===== config.mk =====
export PLATFORM = sky130hd
export DESIGN_NAME = request_arbiter_flat
export DESIGN_NICKNAME = d
export VERILOG_FILES = /design/src/rtl/request_arbiter_if.sv /design/src/rtl/request_arbiter.sv /design/src/flat_wrapper.sv
export SDC_FILE = /design/constraint.sdc
export NUM_CORES = 1
export LEC_CHECK = 0
export ABC_AREA = 0
export CORE_MARGIN = 2
export CORE_UTILIZATION = 40
export DETAILED_ROUTE_END_ITERATION = 6
export PLACE_DENSITY = 0.77
export SLEW_MARGIN = 10
export SYNTH_ARGS = -nofsm -noshare
export SYNTH_HDL_FRONTEND = slang
export SYNTH_SLANG_ARGS = --single-unit
export TNS_END_PERCENT = 5

===== constraint.sdc =====
create_clock -name CLK -period 1.7 [get_ports CLK]
set_input_delay 0.425 -clock CLK [delete_from_list [all_inputs] [get_ports CLK]]
set_output_delay 0.425 -clock CLK [all_outputs]
set_load 0.01 [all_outputs]

===== src/rtl/request_arbiter_if.sv =====
// ----------------------------------------------------------------------------
// request_arbiter_if
//   Bundles the datapath-side request/response signals and the RAM-side
//   strobes of the request arbiter.
//
//   Datapath -> arbiter : iREN, iaddr, dREN, dWEN, daddr, dstore, halt
//   RAM      -> arbiter : ramload, ramready
//   Arbiter  -> RAM     : ramREN, ramWEN, ramaddr, ramstore
//   Arbiter  -> datapath: ihit, dhit, iload, dload, halted, err
//
//   slave  : the arbiter's view (receives requests, drives RAM and responses)
//   master : the environment's view (datapath + RAM model)
// ----------------------------------------------------------------------------
interface request_arbiter_if;
    logic        iREN;
    logic [31:0] iaddr;
    logic        dREN;
    logic        dWEN;
    logic [31:0] daddr;
    logic [31:0] dstore;
    logic        halt;
    logic [31:0] ramload;
    logic        ramready;
    logic        ramREN;
    logic        ramWEN;
    logic [31:0] ramaddr;
    logic [31:0] ramstore;
    logic        ihit;
    logic        dhit;
    logic [31:0] iload;
    logic [31:0] dload;
    logic        halted;
    logic        err;

    modport slave (
        input  iREN, iaddr, dREN, dWEN, daddr, dstore, halt, ramload, ramready,
        output ramREN, ramWEN, ramaddr, ramstore, ihit, dhit, iload, dload,
               halted, err
    );

    modport master (
        output iREN, iaddr, dREN, dWEN, daddr, dstore, halt, ramload, ramready,
        input  ramREN, ramWEN, ramaddr, ramstore, ihit, dhit, iload, dload,
               halted, err
    );
endinterface


===== src/rtl/request_arbiter.sv =====
// ----------------------------------------------------------------------------
// request_arbiter
//   Arbitrates a single-ported RAM between instruction fetch and data
//   load/store requests. Data wins a simultaneous request, except that the
//   grant following a data response goes to a waiting fetch. Each access
//   waits for ramready; a bounded wait counter turns a stuck RAM into a
//   sticky error state. HALT stops all further grants once pending data has
//   been serviced.
//
//   Parameters: TIMEOUT - RAM wait cycles per access before error (1..16)
//   Ports     : CLK  - rising-edge clock
//               nRST - asynchronous active-low reset
//               arb  - request_arbiter_if.slave bundle (see interface file)
// ----------------------------------------------------------------------------
module request_arbiter #(
    parameter int unsigned TIMEOUT = 15
) (
    input  logic               CLK,
    input  logic               nRST,
    request_arbiter_if.slave   arb
);

    typedef enum logic [2:0] {
        IDLE, IACC, DACC, IRESP, DRESP, HALTED, ERR
    } state_t;

    // Wait-counter value on the last permitted ACC cycle without ramready.
    localparam logic [3:0] LAST_WAIT = 4'(TIMEOUT - 1);

    state_t      r_state;
    state_t      w_next;
    logic [31:0] r_addr;
    logic [31:0] r_store;
    logic        r_wr;
    logic [3:0]  r_cnt;
    logic [31:0] r_iload;
    logic [31:0] r_dload;
    logic        r_ipri;      // fetch owns the next grant after a data response
    logic        r_halt_req;  // halt seen; remembered so a short pulse still halts

    logic        w_halt;
    logic        w_grant_i;
    logic        w_grant_d;
    logic        w_cnt_inc;
    logic        w_ramREN;
    logic        w_ramWEN;
    logic [31:0] w_ramaddr;
    logic [31:0] w_ramstore;

    assign w_halt = arb.halt | r_halt_req;

    // NOTE: state is reset asynchronously and updated with non-blocking
    // assignments only, so every flop samples pre-edge values.
    always_ff @(posedge CLK or negedge nRST) begin
        if (!nRST) begin
            r_state <= IDLE;
        end else begin
            r_state <= w_next;
        end
    end

    // NOTE: every signal written here receives a default first, so no path
    // through the case statement can infer a latch.
    always_comb begin
        w_next     = r_state;
        w_grant_i  = 1'b0;
        w_grant_d  = 1'b0;
        w_cnt_inc  = 1'b0;
        w_ramREN   = 1'b0;
        w_ramWEN   = 1'b0;
        w_ramaddr  = '0;
        w_ramstore = '0;

        case (r_state)
            IDLE: begin
                if (r_ipri && arb.iREN && !w_halt) begin
                    w_next    = IACC;
                    w_grant_i = 1'b1;
                end else if (arb.dREN || arb.dWEN) begin
                    w_next    = DACC;
                    w_grant_d = 1'b1;
                end else if (arb.iREN && !w_halt) begin
                    w_next    = IACC;
                    w_grant_i = 1'b1;
                end else if (w_halt) begin
                    w_next = HALTED;
                end
            end
            IACC, DACC: begin
                // RAM sees only values latched at grant time, so the
                // datapath may change or drop its request mid-access.
                w_ramaddr = r_addr;
                if (r_state == IACC) begin
                    w_ramREN = 1'b1;
                end else begin
                    w_ramWEN   = r_wr;
                    w_ramREN   = !r_wr;
                    w_ramstore = r_store;
                end
                if (arb.ramready) begin
                    w_next = (r_state == IACC) ? IRESP : DRESP;
                end else if (r_cnt == LAST_WAIT) begin
                    w_next = ERR;
                end else begin
                    w_cnt_inc = 1'b1;
                end
            end
            IRESP, DRESP: w_next = IDLE;
            HALTED:       w_next = HALTED;
            ERR:          w_next = ERR;
            default:      w_next = IDLE;
        endcase
    end

    always_ff @(posedge CLK or negedge nRST) begin
        if (!nRST) begin
            r_addr     <= '0;
            r_store    <= '0;
            r_wr       <= 1'b0;
            r_cnt      <= '0;
            r_iload    <= '0;
            r_dload    <= '0;
            r_ipri     <= 1'b0;
            r_halt_req <= 1'b0;
        end else begin
            if (w_grant_i) begin
                r_addr  <= arb.iaddr;
                r_store <= '0;
                r_wr    <= 1'b0;
                r_cnt   <= '0;
            end else if (w_grant_d) begin
                r_addr  <= arb.daddr;
                r_store <= arb.dstore;
                r_wr    <= arb.dWEN;   // a write wins if both ops are raised
                r_cnt   <= '0;
            end else if (w_cnt_inc) begin
                r_cnt <= r_cnt + 4'd1;
            end

            if (r_state == IACC && arb.ramready) begin
                r_iload <= arb.ramload;
            end
            if (r_state == DACC && arb.ramready && !r_wr) begin
                r_dload <= arb.ramload;
            end

            // Priority is armed only by a data response and consumed by the
            // IDLE cycle that follows it.
            if (r_state == DRESP) begin
                r_ipri <= arb.iREN;
            end else if (r_state == IDLE) begin
                r_ipri <= 1'b0;
            end

            if (arb.halt) begin
                r_halt_req <= 1'b1;
            end
        end
    end

    assign arb.ramREN   = w_ramREN;
    assign arb.ramWEN   = w_ramWEN;
    assign arb.ramaddr  = w_ramaddr;
    assign arb.ramstore = w_ramstore;
    assign arb.ihit     = (r_state == IRESP);
    assign arb.dhit     = (r_state == DRESP);
    assign arb.iload    = r_iload;
    assign arb.dload    = r_dload;
    assign arb.halted   = (r_state == HALTED);
    assign arb.err      = (r_state == ERR);

endmodule

===== src/flat_wrapper.sv =====
// flat-port wrapper written by rule: the top's interface ports become plain ports
module request_arbiter_flat 
#(
    parameter int unsigned TIMEOUT = 15
)
  (CLK, nRST, arb_iREN, arb_iaddr, arb_dREN, arb_dWEN, arb_daddr, arb_dstore, arb_halt, arb_ramload, arb_ramready, arb_ramREN, arb_ramWEN, arb_ramaddr, arb_ramstore, arb_ihit, arb_dhit, arb_iload, arb_dload, arb_halted, arb_err);
  request_arbiter_if arb_i ();
  input  logic CLK;
  input  logic nRST;
  input wire logic [$bits(arb_i.iREN)-1:0] arb_iREN;
  input wire logic [$bits(arb_i.iaddr)-1:0] arb_iaddr;
  input wire logic [$bits(arb_i.dREN)-1:0] arb_dREN;
  input wire logic [$bits(arb_i.dWEN)-1:0] arb_dWEN;
  input wire logic [$bits(arb_i.daddr)-1:0] arb_daddr;
  input wire logic [$bits(arb_i.dstore)-1:0] arb_dstore;
  input wire logic [$bits(arb_i.halt)-1:0] arb_halt;
  input wire logic [$bits(arb_i.ramload)-1:0] arb_ramload;
  input wire logic [$bits(arb_i.ramready)-1:0] arb_ramready;
  output wire logic [$bits(arb_i.ramREN)-1:0] arb_ramREN;
  output wire logic [$bits(arb_i.ramWEN)-1:0] arb_ramWEN;
  output wire logic [$bits(arb_i.ramaddr)-1:0] arb_ramaddr;
  output wire logic [$bits(arb_i.ramstore)-1:0] arb_ramstore;
  output wire logic [$bits(arb_i.ihit)-1:0] arb_ihit;
  output wire logic [$bits(arb_i.dhit)-1:0] arb_dhit;
  output wire logic [$bits(arb_i.iload)-1:0] arb_iload;
  output wire logic [$bits(arb_i.dload)-1:0] arb_dload;
  output wire logic [$bits(arb_i.halted)-1:0] arb_halted;
  output wire logic [$bits(arb_i.err)-1:0] arb_err;
  assign arb_i.iREN = arb_iREN;
  assign arb_i.iaddr = arb_iaddr;
  assign arb_i.dREN = arb_dREN;
  assign arb_i.dWEN = arb_dWEN;
  assign arb_i.daddr = arb_daddr;
  assign arb_i.dstore = arb_dstore;
  assign arb_i.halt = arb_halt;
  assign arb_i.ramload = arb_ramload;
  assign arb_i.ramready = arb_ramready;
  assign arb_ramREN = arb_i.ramREN;
  assign arb_ramWEN = arb_i.ramWEN;
  assign arb_ramaddr = arb_i.ramaddr;
  assign arb_ramstore = arb_i.ramstore;
  assign arb_ihit = arb_i.ihit;
  assign arb_dhit = arb_i.dhit;
  assign arb_iload = arb_i.iload;
  assign arb_dload = arb_i.dload;
  assign arb_halted = arb_i.halted;
  assign arb_err = arb_i.err;
  request_arbiter #(.TIMEOUT(TIMEOUT)) u_core (.CLK(CLK), .nRST(nRST), .arb(arb_i));
endmodule

# Yosys cells after proc, flatten, opt, wreduce, memory -nomap -nowiden
# Cells that the tools add are included.
# word_totals
regBits,138
input_bits,135
output_inout_bits,134
elab_cells,71
# classes
n_addsub,1
n_eq_ne,9
muxes,36
bitwise_logic,1
n_reduce_logical,15
# op_table
op,count
$mux 32,7
$mux 3,7
$mux 1,18
$mux 4,3
$pmux 3 s4,1
$eq 3x3->1 const B,3
$eq 3x2->1 const B,2
$logic_and 1x1->1,6
$ne 5x1->1 const B,1
$add 4x1->4 const B,1
$eq 4x4->1 const B,1
$reduce_bool 2->1,2
$eq 3x1->1 const B,1
$logic_not 3->1,1
$ne 3x2->1 const B,1
$reduce_bool 3->1,1
$logic_not 1->1,2
$reduce_and 2->1,1
$reduce_or 2->1,1
$logic_or 1x1->1,1
$or 1x1->1,1

# Logic depth before layout (Yosys ltp)
# depth
depth_word,8
mapped_depth,7
depth_no_buf,5

# Least setup slack after synthesis
# No wires, ideal clock.
# synth_path
path_type,register to output
startpoint,reg u_core.r_state[0]
endpoint,out arb_ramaddr[22]
arrival_time_ps,1384
required_ps,1275
slack_ps,-109
path_stages_with_launch,5
path_cell_list,dfrtp_1 -> buf_2 -> xor2_1 -> clkbuf_1 -> and3_1
# synth_via
elab_chain_cells,3
# synth_rtl
element,line_no,source
"start, declared",request_arbiter.sv:30,state_t r_state;
"start signal, assigned",request_arbiter.sv:58,r_state <= w_next;
$eq 3x2->1 / $eq 3x1->1 (equally long branches),request_arbiter.sv:74,case (r_state)
$reduce_or 2->1 *,request_arbiter.sv:74,
$mux 32 *,request_arbiter.sv:74,
"end, declared",flat_wrapper.sv:21,output wire logic [$bits(arb_i.ramaddr)-1:0] arb_ramaddr;
# Every way passes the cells marked *; elsewhere a longest branch is shown, timed or not.

# Worst setup path after layout
# layout_path
startpoint,reg u_core.r_state[0]
endpoint,out arb_ramaddr[0]
# The elaborated chain is that of the path after synthesis.

==> impl_metrics.ini <==
[outcome]
outcome = finished, violations left
violations = negative setup slack

[sta]
period_minus_slack_ps = 2128
skew_ps = 7.857
hold_viol = 0
drv_slew = 0
max_slew_margin = 0.6570
worst_slack_ps = -428.4
max_freq_mhz = 469.8
grt_setup_unrepaired = true
tightestPinTransition_ps = 514.4
finalSetupViolations = 204
period_share = 1.252

[floorplan]
die-area_um2 = 18030
coreArea_um2 = 16580
rows = 47
pin_count = 269
die_h_um = 134.3
die_w_um = 134.3
initial_core_util = 0.4094

[synthesis]
synth_top_area_frac = 0.5087
synth_commonest_cells = dfrtp_1, o31ai_1, clkbuf_1, nand4_1, mux2_2
syn_nets = 771
async_flop_share = 1.000
yosysWarnings = 0
synth.distinct_cells = 40
avgSynthCellArea_um2 = 10.71
synthFlopType = dfrtp_1
ys_ff_latch = 138
syn_area_um2 = 6789
synth_edf_count = 0
yosysTopAreaCell = dfrtp_1
syn-instance-count = 634
synth_area_leaders = dfrtp_1, mux2_2, o31ai_1, nand4_1, clkbuf_1
seq_area_frac_synth = 0.5087
synth.most_common_cell = dfrtp_1

[critical_path]
required_ps = 1270
rrSetupSlack_ps = -410
path_cells = buf_6, xor2_4, buf_6, and3_4, buf_6
path_buf_inv = 3
worstSetupEndpointType = output pin
worstPathArrival_ps = 1700
crit_type = flop to output pin
crit_path_max_fanout = 16
max_stage_delay_ps = 420
crit_family = buffers and inverters
crit_top_cell = buf_6
start_kind = flop
crit_path_top_delay_cell = dfrtp_2

[drt]
drtIter0Drc = 546
wl_per_cell_um = 20.36
vias = 6651
ant_nets = 0
avgViaCountPerCell = 5.794
drt_pass1_iterations = 5
drc = 0
finalWirelength_um = 23370

[finish]
drive_gt1_frac = 0.3093
post-route-util = 0.6520
antenna_cells = 0
nFillCells = 1300
syn_to_final_growth_pct = 59.25
nets = 1052
finalInstanceArea_um2 = 10810

[grt]
grt_start_max_net_pins = 93
grt_pass1_wl_um = 36270
grt_use_total = 0.2558
grt_pass1_vias = 6624
antenna_found_initial = 0
grt_overflow = 0

[power_and_ir_drop]
power.share.clock = 0.208
leakage_nw = 4.762
p_comb_frac = 0.494
ir_worst_vdd_mv = 1.044
p_int_w = 0.01204
power_switching_w = 0.007031
power.density_nw_per_um2 = 1764
seq_power_share = 0.298
switching_share = 0.3687

[place]
place_ws_ps = -450.3
gp_congestion = 0.8817
dp_hpwl_um = 15130
place_area_um2 = 10100
io_buffers = 268

[clock_network]
root_buffer = clkbuf_16
cts_buffers = 17
cts_buffer_depth = 2
cts_max_level = 4
tritoncts = built
clkTransAtPathRegs_ps = 60
clock_latency_ps = 430
numClockSinks = 138

[flow_run]
drv_cap = 0

[worst_hold_path]
hold_class = flop to flop
## per-layer routing
layer | GRT usage | routed length [um] | up-vias | share of wire
li1 | - | - | 3033 | -
met5 | 0 | 0 | - | 0
met1 | 0.3248 | 9328 | 3201 | 0.40
met4 | 0.1211 | 854 | 0 | 0.037
met2 | 0.4201 | 11570 | 356 | 0.50
met3 | 0.05178 | 1616 | 61 | 0.069
## area by class of cell
class / instances / area, um^2 / share of cell area
Sequential cell: 138 / 3457 / 0.3198
Timing Repair Buffer: 342 / 3253 / 0.3009
Multi-Input combinational cell: 414 / 3191 / 0.2951
Clock buffer: 17 / 425.4 / 0.03935
Tap cell: 220 / 275.3 / 0.02546
Clock inverter: 15 / 202.7 / 0.01875
Inverter: 2 / 7.507 / 0.0006944
## path summary, 6_finish.rpt
path / from / endpoint / cells past startpoint
setup / recovery: u_core.r_state[0]$_DFFE_PN0P_ / arb_ramaddr[0] / 5
hold / removal: u_core.arb.dload[10]$_DFFE_PN0P_ / u_core.arb.dload[10]$_DFFE_PN0P_ / 1
max in group asynchronous: nRST / u_core.r_store[26]$_DFFE_PN0P_ / 3
hold reg to reg: u_core.arb.dload[10]$_DFFE_PN0P_ / u_core.arb.dload[10]$_DFFE_PN0P_ / 1
setup reg to reg: u_core.r_state[0]$_DFFE_PN0P_ / u_core.r_addr[1]$_DFFE_PN0P_ / 7
min in group asynchronous: nRST / u_core.r_addr[19]$_DFFE_PN0P_ / 3
## flip-flops by register name, indices dropped and copies added, names as in the netlist
| register | count |
|---|---|
| u_core.r_wr | 1 |
| u_core.r_halt_req | 1 |
| u_core.r_store | 32 |
| u_core.r_cnt | 4 |
| u_core.r_ipri | 1 |
| u_core.r_addr | 32 |
| u_core.arb.dload | 32 |
| u_core.r_state | 3 |
| u_core.arb.iload | 32 |
## metrics by stage
| stage | hold WS, ps | std cells | power [W] | setup TNS [ps] |
|---|---|---|---|---|
| floorplan | 129.4 | 634 | 0.01019 | -2388 |
| global placement | 416.5 | 1101 | 0.01474 | -58650 |
| detailed placement | 416.2 | 1101 | 0.01498 | -61950 |
| CTS | 501.3 | 1144 | 0.01899 | -48370 |
| global route | 506.7 | 1148 | 0.02009 | -68970 |
| finish | 496.3 | 1148 | 0.01907 | -57530 |
## cell families (layout without fill, tap and decap cells)
kind of cell	count (synthesis)	count (layout)	share of synthesized area
AO/OA/AOI/OAI	151	151	0.1465
buffers and inverters	82	376	0.05142
XOR/XNOR	2	2	0.002581
flip-flops	138	138	0.5087
AND/OR/NAND/NOR	195	195	0.1810
adder cells (fa/ha/maj)	2	2	0.003685
multiplexers	64	64	0.1062
## power by group through the flow
| stage | combinational [W] | clock (W) | sequential (W) |
|---|---|---|---|
| 2_1_floorplan | 0.00431 | 0 | 0.00588 |
| 3_3_place_gp | 0.00909 | 0 | 0.00564 |
| 3_5_place_dp | 0.00926 | 0 | 0.00572 |
| 4_1_cts | 0.00931 | 0.00403 | 0.00566 |
| 5_1_grt | 0.0101 | 0.00419 | 0.00583 |
| 6_report | 0.00941 | 0.00397 | 0.00569 |
## cell usage in the layout (no fill, tap or decap), types with 3 or more instances in the layout
cell type / Yosys / layout
dfrtp_1: 138 / 135
clkdlybuf4s50_1: 0 / 133
o31ai_1: 68 / 67
nand4_1: 65 / 65
mux2_2: 64 / 64
dlygate4sd2_1: 0 / 64
buf_4: 0 / 51
a21oi_1: 38 / 37
buf_6: 4 / 37
buf_2: 9 / 37
a31oi_1: 34 / 34
nor4_1: 33 / 33
and2_1: 33 / 22
and3_1: 33 / 19
clkbuf_16: 0 / 17
buf_12: 0 / 17
and3_4: 0 / 14
and2_4: 0 / 11
inv_6: 0 / 5
o21ai_0: 4 / 4
inv_8: 0 / 4
nor2_1: 5 / 3
nand3_1: 3 / 3
bufinv_16: 0 / 3
dfrtp_2: 0 / 3
## worst register-to-register path: cells and delay by family, from the launching register on
| kind | cells | cell delay [ps] |
|---|---|---|
| compound gates | 1 | 160 |
| flops | 1 | 420 |
| buf+inv | 4 | 590 |
| simple gates | 2 | 850 |
## what timing repair did
item                                    in CTS  in global routing
gates cloned                                 2                  0
pin swaps                                   19                  7
endpoints found under the setup margin     236                204
hold buffers                                 1                  0
setup buffers                                8                  7
endpoints found under the hold margin       46                  0
gates resized for setup                    379                 50
No activity file was read; power rests on OpenSTA's default activity.
